### src/rtl/mdu_pkg.sv
// Shared definitions for the iterative RV32M multiply/divide unit:
// funct3 op codes, FSM state encoding and operand-signedness helpers.
package mdu_pkg;

    localparam int MDU_WIDTH = 32;
    localparam int CNT_W     = $clog2(MDU_WIDTH);

    localparam logic [2:0] MDU_MUL    = 3'b000;
    localparam logic [2:0] MDU_MULH   = 3'b001;
    localparam logic [2:0] MDU_MULHSU = 3'b010;
    localparam logic [2:0] MDU_MULHU  = 3'b011;
    localparam logic [2:0] MDU_DIV    = 3'b100;
    localparam logic [2:0] MDU_DIVU   = 3'b101;
    localparam logic [2:0] MDU_REM    = 3'b110;
    localparam logic [2:0] MDU_REMU   = 3'b111;

    typedef enum logic [1:0] {
        IDLE = 2'd0,
        CALC = 2'd1,
        FIX  = 2'd2,
        DONE = 2'd3
    } mdu_state_e;

    function automatic logic op_a_signed(input logic [2:0] f);
        return !(f == MDU_MULHU || f == MDU_DIVU || f == MDU_REMU);
    endfunction

    function automatic logic op_b_signed(input logic [2:0] f);
        return op_a_signed(f) && (f != MDU_MULHSU);
    endfunction

endpackage

### src/rtl/mdu_sign_fix.sv
// Conditional two's-complement negate: yields |x| when i_neg flags a negative
// operand, and re-applies the result sign when i_neg flags a negative result.
module mdu_sign_fix #(
    parameter int WIDTH = 32
) (
    input  logic [WIDTH-1:0] i_val,
    input  logic             i_neg,
    output logic [WIDTH-1:0] o_val
);

    assign o_val = i_neg ? -i_val : i_val;

endmodule

### src/rtl/mul_div_unit.sv
// Iterative RV32M multiply/divide unit, one bit per cycle, valid/ready on both sides.
// Magnitudes are latched at accept; FIX re-applies the sign before DONE.
module mul_div_unit
    import mdu_pkg::*;
#(
    parameter int WIDTH = MDU_WIDTH
) (
    input  logic             clk,
    input  logic             reset,
    input  logic             flush,
    input  logic             in_valid,
    output logic             in_ready,
    input  logic [2:0]       op,
    input  logic [WIDTH-1:0] a,
    input  logic [WIDTH-1:0] b,
    output logic             out_valid,
    input  logic             out_ready,
    output logic [WIDTH-1:0] result
);

    localparam int CW = $clog2(WIDTH);

    mdu_state_e         r_state;
    logic [2:0]         r_op;
    logic [WIDTH-1:0]   r_a, r_b;
    logic               r_neg_res, r_neg_rem;
    logic [CW-1:0]      r_cnt;
    logic [2*WIDTH-1:0] r_acc;
    logic               r_in_ready, r_out_valid;
    logic [WIDTH-1:0]   r_result;

    logic               w_a_neg, w_b_neg, w_div_zero, w_ovf;
    logic [WIDTH-1:0]   w_a_mag, w_b_mag, w_min, w_special;
    logic [WIDTH:0]     w_shift, w_trial;
    logic [2*WIDTH-1:0] w_prod_fix;
    logic [WIDTH-1:0]   w_quo_fix, w_rem_fix, w_fix_res;

    assign w_a_neg    = op_a_signed(op) & a[WIDTH-1];
    assign w_b_neg    = op_b_signed(op) & b[WIDTH-1];
    assign w_min      = {1'b1, {(WIDTH-1){1'b0}}};
    assign w_div_zero = op[2] && (b == '0);
    assign w_ovf      = (op == MDU_DIV || op == MDU_REM) && (a == w_min) && (b == {WIDTH{1'b1}});
    // Divide-by-zero and signed overflow have fixed answers and skip the iteration
    assign w_special  = w_div_zero ? (op[1] ? a : {WIDTH{1'b1}})
                                   : (op[1] ? '0 : a);

    mdu_sign_fix #(.WIDTH(WIDTH)) u_mag_a (.i_val(a), .i_neg(w_a_neg), .o_val(w_a_mag));
    mdu_sign_fix #(.WIDTH(WIDTH)) u_mag_b (.i_val(b), .i_neg(w_b_neg), .o_val(w_b_mag));

    // Restoring divide step: remainder lives in the upper half, quotient shifts into the lower
    assign w_shift = {r_acc[2*WIDTH-1:WIDTH], r_a[r_cnt]};
    assign w_trial = w_shift - {1'b0, r_b};

    mdu_sign_fix #(.WIDTH(2*WIDTH)) u_fix_p (.i_val(r_acc), .i_neg(r_neg_res), .o_val(w_prod_fix));
    mdu_sign_fix #(.WIDTH(WIDTH)) u_fix_q (.i_val(r_acc[WIDTH-1:0]), .i_neg(r_neg_res), .o_val(w_quo_fix));
    mdu_sign_fix #(.WIDTH(WIDTH)) u_fix_r (.i_val(r_acc[2*WIDTH-1:WIDTH]), .i_neg(r_neg_rem), .o_val(w_rem_fix));

    always_comb begin
        w_fix_res = w_quo_fix;
        case (r_op)
            MDU_MUL:                       w_fix_res = w_prod_fix[WIDTH-1:0];
            MDU_MULH, MDU_MULHSU, MDU_MULHU: w_fix_res = w_prod_fix[2*WIDTH-1:WIDTH];
            MDU_REM, MDU_REMU:             w_fix_res = w_rem_fix;
            default:                       w_fix_res = w_quo_fix;
        endcase
    end

    always_ff @(posedge clk) begin
        if (reset) begin
            r_state     <= IDLE;
            r_op        <= '0;
            r_a         <= '0;
            r_b         <= '0;
            r_neg_res   <= 1'b0;
            r_neg_rem   <= 1'b0;
            r_cnt       <= '0;
            r_acc       <= '0;
            r_in_ready  <= 1'b1;
            r_out_valid <= 1'b0;
            r_result    <= '0;
        end else begin
            case (r_state)
                IDLE: if (in_valid && !flush) begin
                    r_op       <= op;
                    r_a        <= w_a_mag;
                    r_b        <= w_b_mag;
                    r_neg_res  <= w_a_neg ^ w_b_neg;
                    r_neg_rem  <= w_a_neg;
                    r_in_ready <= 1'b0;
                    r_acc      <= '0;
                    r_cnt      <= CW'(WIDTH-1);
                    if (w_div_zero || w_ovf) begin
                        r_result    <= w_special;
                        r_out_valid <= 1'b1;
                        r_state     <= DONE;
                    end else begin
                        r_state <= CALC;
                    end
                end
                CALC: if (flush) begin
                    r_state    <= IDLE;
                    r_in_ready <= 1'b1;
                end else begin
                    if (r_op[2]) begin
                        r_acc[2*WIDTH-1:WIDTH] <= w_trial[WIDTH] ? w_shift[WIDTH-1:0] : w_trial[WIDTH-1:0];
                        r_acc[WIDTH-1:0]       <= {r_acc[WIDTH-2:0], ~w_trial[WIDTH]};
                    end else begin
                        r_acc <= {r_acc[2*WIDTH-2:0], 1'b0}
                               + (r_b[r_cnt] ? {{WIDTH{1'b0}}, r_a} : {(2*WIDTH){1'b0}});
                    end
                    if (r_cnt == '0) r_state <= FIX;
                    else             r_cnt   <= r_cnt - CW'(1);
                end
                FIX: if (flush) begin
                    r_state    <= IDLE;
                    r_in_ready <= 1'b1;
                end else begin
                    r_result    <= w_fix_res;
                    r_out_valid <= 1'b1;
                    r_state     <= DONE;
                end
                DONE: if (flush || out_ready) begin
                    r_out_valid <= 1'b0;
                    r_in_ready  <= 1'b1;
                    r_state     <= IDLE;
                end
                default: r_state <= IDLE;
            endcase
        end
    end

    assign in_ready  = r_in_ready;
    assign out_valid = r_out_valid;
    assign result    = r_result;

endmodule
### config.mk
export PLATFORM = sky130hd
export DESIGN_NAME = mul_div_unit
export DESIGN_NICKNAME = d
export VERILOG_FILES = /design/src/rtl/mdu_pkg.sv /design/src/rtl/mdu_sign_fix.sv /design/src/rtl/mul_div_unit.sv
export SDC_FILE = /design/constraint.sdc
export NUM_CORES = 1
export LEC_CHECK = 0
export ABC_AREA = 1
export CORE_ASPECT_RATIO = 1.1
export CORE_MARGIN = 2
export CORE_UTILIZATION = 45
export DETAILED_ROUTE_END_ITERATION = 8
export PLACE_DENSITY = 0.71
export SYNTH_ARGS = -nofsm -noshare
export SYNTH_HDL_FRONTEND = slang
export SYNTH_HIERARCHICAL = 1
export SYNTH_SLANG_ARGS = --single-unit
### constraint.sdc
create_clock -name clk -period 5.3 [get_ports clk]
set_input_delay 1.06 -clock clk [delete_from_list [all_inputs] [get_ports clk]]
set_output_delay 1.06 -clock clk [all_outputs]
set_load 0.03 [all_outputs]
==> impl_metrics.ini <==
[placed_design]
place_hpwl_um = 72910
io_buffers = 105
place_area_um2 = 25060
pre_cts_slack_ns = 0.9242
routabilityCongestion = 1.048

[finish]
syn_to_final_growth_pct = 8.727
register_area_um2 = 3488
multi_input_area_um2 = 16940
n_fill_cell = 5833
drive_above_1_share = 0.04749
diodes = 0
design_area_um2 = 25710
nNetsFinal = 4683

[power]
finalPower_w = 0.008031
power_frac_seq = 0.225
p_int_w = 0.003812
peakVddDrop_v = 0.0002505
p_switching_w = 0.004219
swShare = 0.5253
p_leak_nw = 13.51
combPwrFrac = 0.599
pwr_density_cell_nw_per_um2 = 312.4
clockPowerShare = 0.176

[critical_path]
cp-startpoint = r_cnt[0]
crit_type = reg2reg
reg2reg_depth = 21
r2r_slack_ns = 0.79
timing.rr.start = r_cnt[0]
worstPathMaxFanout = 30
required_ns = 5.64
crit_slowest_cell = nand2_1
path_cells = inv_1, a21oi_1, o21ai_0, nand2_1, nand2_1, nand4_1, nand2_1, nor2_1, ha_1, nand2_1, nor2_1, and2_1, nand3_1, nand3b_1, nand2_1, nand2_1, nand2_1, nand2_1, nand2_1, nand3_1, a21oi_1
worstReg2RegEnd = r_acc[55]
cp_common_cell = nand2_1
critPathMaxStageDelay_ns = 0.67
start_kind = flip-flop
setup.worst_path.end_class = flip-flop
worstPathArrival_ns = 4.85
cp-endpoint = r_acc[55]

[timing]
timing.final.hold_violations = 0
tightestPinTransition_ns = 1.141
slew-limit-headroom = 0.2381
period_needed_ns = 4.509
final.setup.worst_slack_ns = 0.7909
setup-tns-final_ns = 0
fmax_ghz = 0.2218
rsz0062_at_grt = false
finalSetupViolations = 0
fin_crit_sh = 0.8508
fin_hold_ws_ns = 0.4840
skew_ns = 0.01581
maxSlewViolCount = 0

[logic_synthesis]
postSynthAreaPerCell_um2 = 5.236
synthCells = 4515
yosysWarnings = 6
ys_async_sr_fraction = 0
synth.distinct_cells = 52
ys_ff_latch = 174
yosys.area.top_type = nand2_1
synth_area_um2 = 23640
synth_commonest_cells = nand2_1 (1572), inv_1 (649), nor2_1 (602), nand3_1 (331), a21oi_1 (257)
synth.top_cells.by_area = nand2_1 (25%), dfxtp_1 (15%), inv_1 (10%)
synth_edf_count = 0
netlist.area_leader.share = 0.2496
syn_nets = 4663
ys_seq_area_frac = 0.1473
synth_most_common_cell = nand2_1
synth_flop_cell = dfxtp_1

[grt]
grt_max_degree = 80
gr-total-overflow = 0
antenna_found_initial = 0
grt_pass1_wl_um = 144900
grt_util_all_layers = 0.3420
grt_pass1_vias = 25810

[status]
status = complete, no violations

[clocking]
clock_sinks = 174
cts-root-buf = clkbuf_16
clk_latency_ns = 0.50
numCtsBuffers = 17
hold_buffers = 0
cts_resized = 0
clockBufferDepth = 2
cts_setup_buffers = 0
clk_pin_slew_ns = 0.08
cts_tree = yes
htree_num_levels = 4

[drt]
via_per_inst = 5.502
wire_per_inst_um = 18.19
drtAntennaViolNets = 0
drt-pass1-iter-count = 7
routed_wl_um = 95010
via_count = 28740
dr.first_iter.drc_count = 3049
drc_errors = 0

[floorplan]
core_area_um2 = 52190
start_util = 0.4530
rows = 88
die_w_um = 222.5
dieArea_um2 = 54390
die_height_um = 244.4
ios = 106

[worst_hold_path]
holdCritPathClass = reg2reg

[flow_run]
maxCapViolCount = 0
[critical path: cells and delay by family (launching register included)]
family | cells | cell delay (ns)
DFF | 1 | 0.31
buffers and inverters | 1 | 0.56
AOI/OAI and AO/OA | 3 | 0.32
adders and majority gates | 1 | 0.44
and+or+nand+nor | 16 | 2.73
[metrics by stage]
step	util	std cells
2_1_floorplan	-	4515
3_3_place_gp	0.4802	5191
3_5_place_dp	0.4802	5191
4_1_cts	0.4925	5223
5_1_grt	0.4925	5223
6_report	0.4925	5223
[layout make-up]
class	instances	area share
repair buffers	142	0.05130
multi-input cells	3541	0.6588
clock inverters	15	0.008567
well taps	675	0.03285
clock buffers	17	0.01655
flip-flops and latches	174	0.1357
inverters	659	0.09623
[power by group through the flow]
| stage | combinational [W] | clock [W] | sequential (W) |
|---|---|---|---|
| after floorplan | 0.00327 | 0 | 0.00193 |
| after global placement | 0.00467 | 0 | 0.00182 |
| after detailed placement | 0.00470 | 0 | 0.00182 |
| after CTS | 0.00472 | 0.00144 | 0.00180 |
| after global routing | 0.00531 | 0.00149 | 0.00183 |
| final | 0.00481 | 0.00141 | 0.00181 |
[layout by cell type (no fill, tap or decap), types with 8 or more instances in the layout]
master and instances:
a21oi_1 256, a221oi_1 15, buf_4 37, clkbuf_16 17, clkdlybuf4s50_1 103, dfxtp_1 172
ha_1 74, inv_1 648, inv_2 10, nand2_1 1572, nand2_2 31, nand2_4 10
nand3_1 330, nand3b_1 29, nand4_1 69, nor2_1 597, nor2_2 34, nor2_4 27
nor3_1 33, nor4_1 19, o211ai_1 23, o21ai_0 227, o21bai_1 8, xnor2_1 63
xor2_1 60
[cell families (layout without fill, tap and decap cells)]
kind of cell / count (synthesis) / after routing / share of synthesized area
AOI/OAI and AO/OA: 562 / 562 / 0.1293
xor gates and xnor gates: 123 / 123 / 0.04557
adders and majority gates: 76 / 76 / 0.04086
buffers and inverters: 800 / 833 / 0.1380
DFF: 174 / 174 / 0.1473
and+or+nand+nor: 2780 / 2780 / 0.4989
[sequential cells by signal (all words and copies together) (netlist names)]
signal	flops
r_op	3
r_cnt	5
out_valid	1
r_b	32
r_state	2
r_a	32
result	32
in_ready	1
r_acc	64
r_neg_rem	1
r_neg_res	1
[worst min path at each step]
stage                          from        end  slack (ns)  cells after the start
after floorplan             r_a[11]    r_a[11]        0.44                      2
after global placement    r_acc[48]  r_acc[48]        0.47                      2
after detailed placement    r_op[0]    r_op[0]        0.47                      2
after CTS                   r_op[0]    r_op[0]        0.48                      2
after global routing        r_op[0]    r_op[0]        0.51                      2
final                       r_op[0]    r_op[0]        0.48                      2
[routing by layer]
layer | up-vias | track usage | share of wire
li1 | 14200 | - | -
met1 | 12780 | 0.4254 | 0.40
met2 | 1409 | 0.5401 | 0.43
met3 | 344 | 0.05635 | 0.092
met4 | 0 | 0.2373 | 0.075
met5 | - | 0 | 0
No activity file was read; power rests on OpenSTA's default activity.
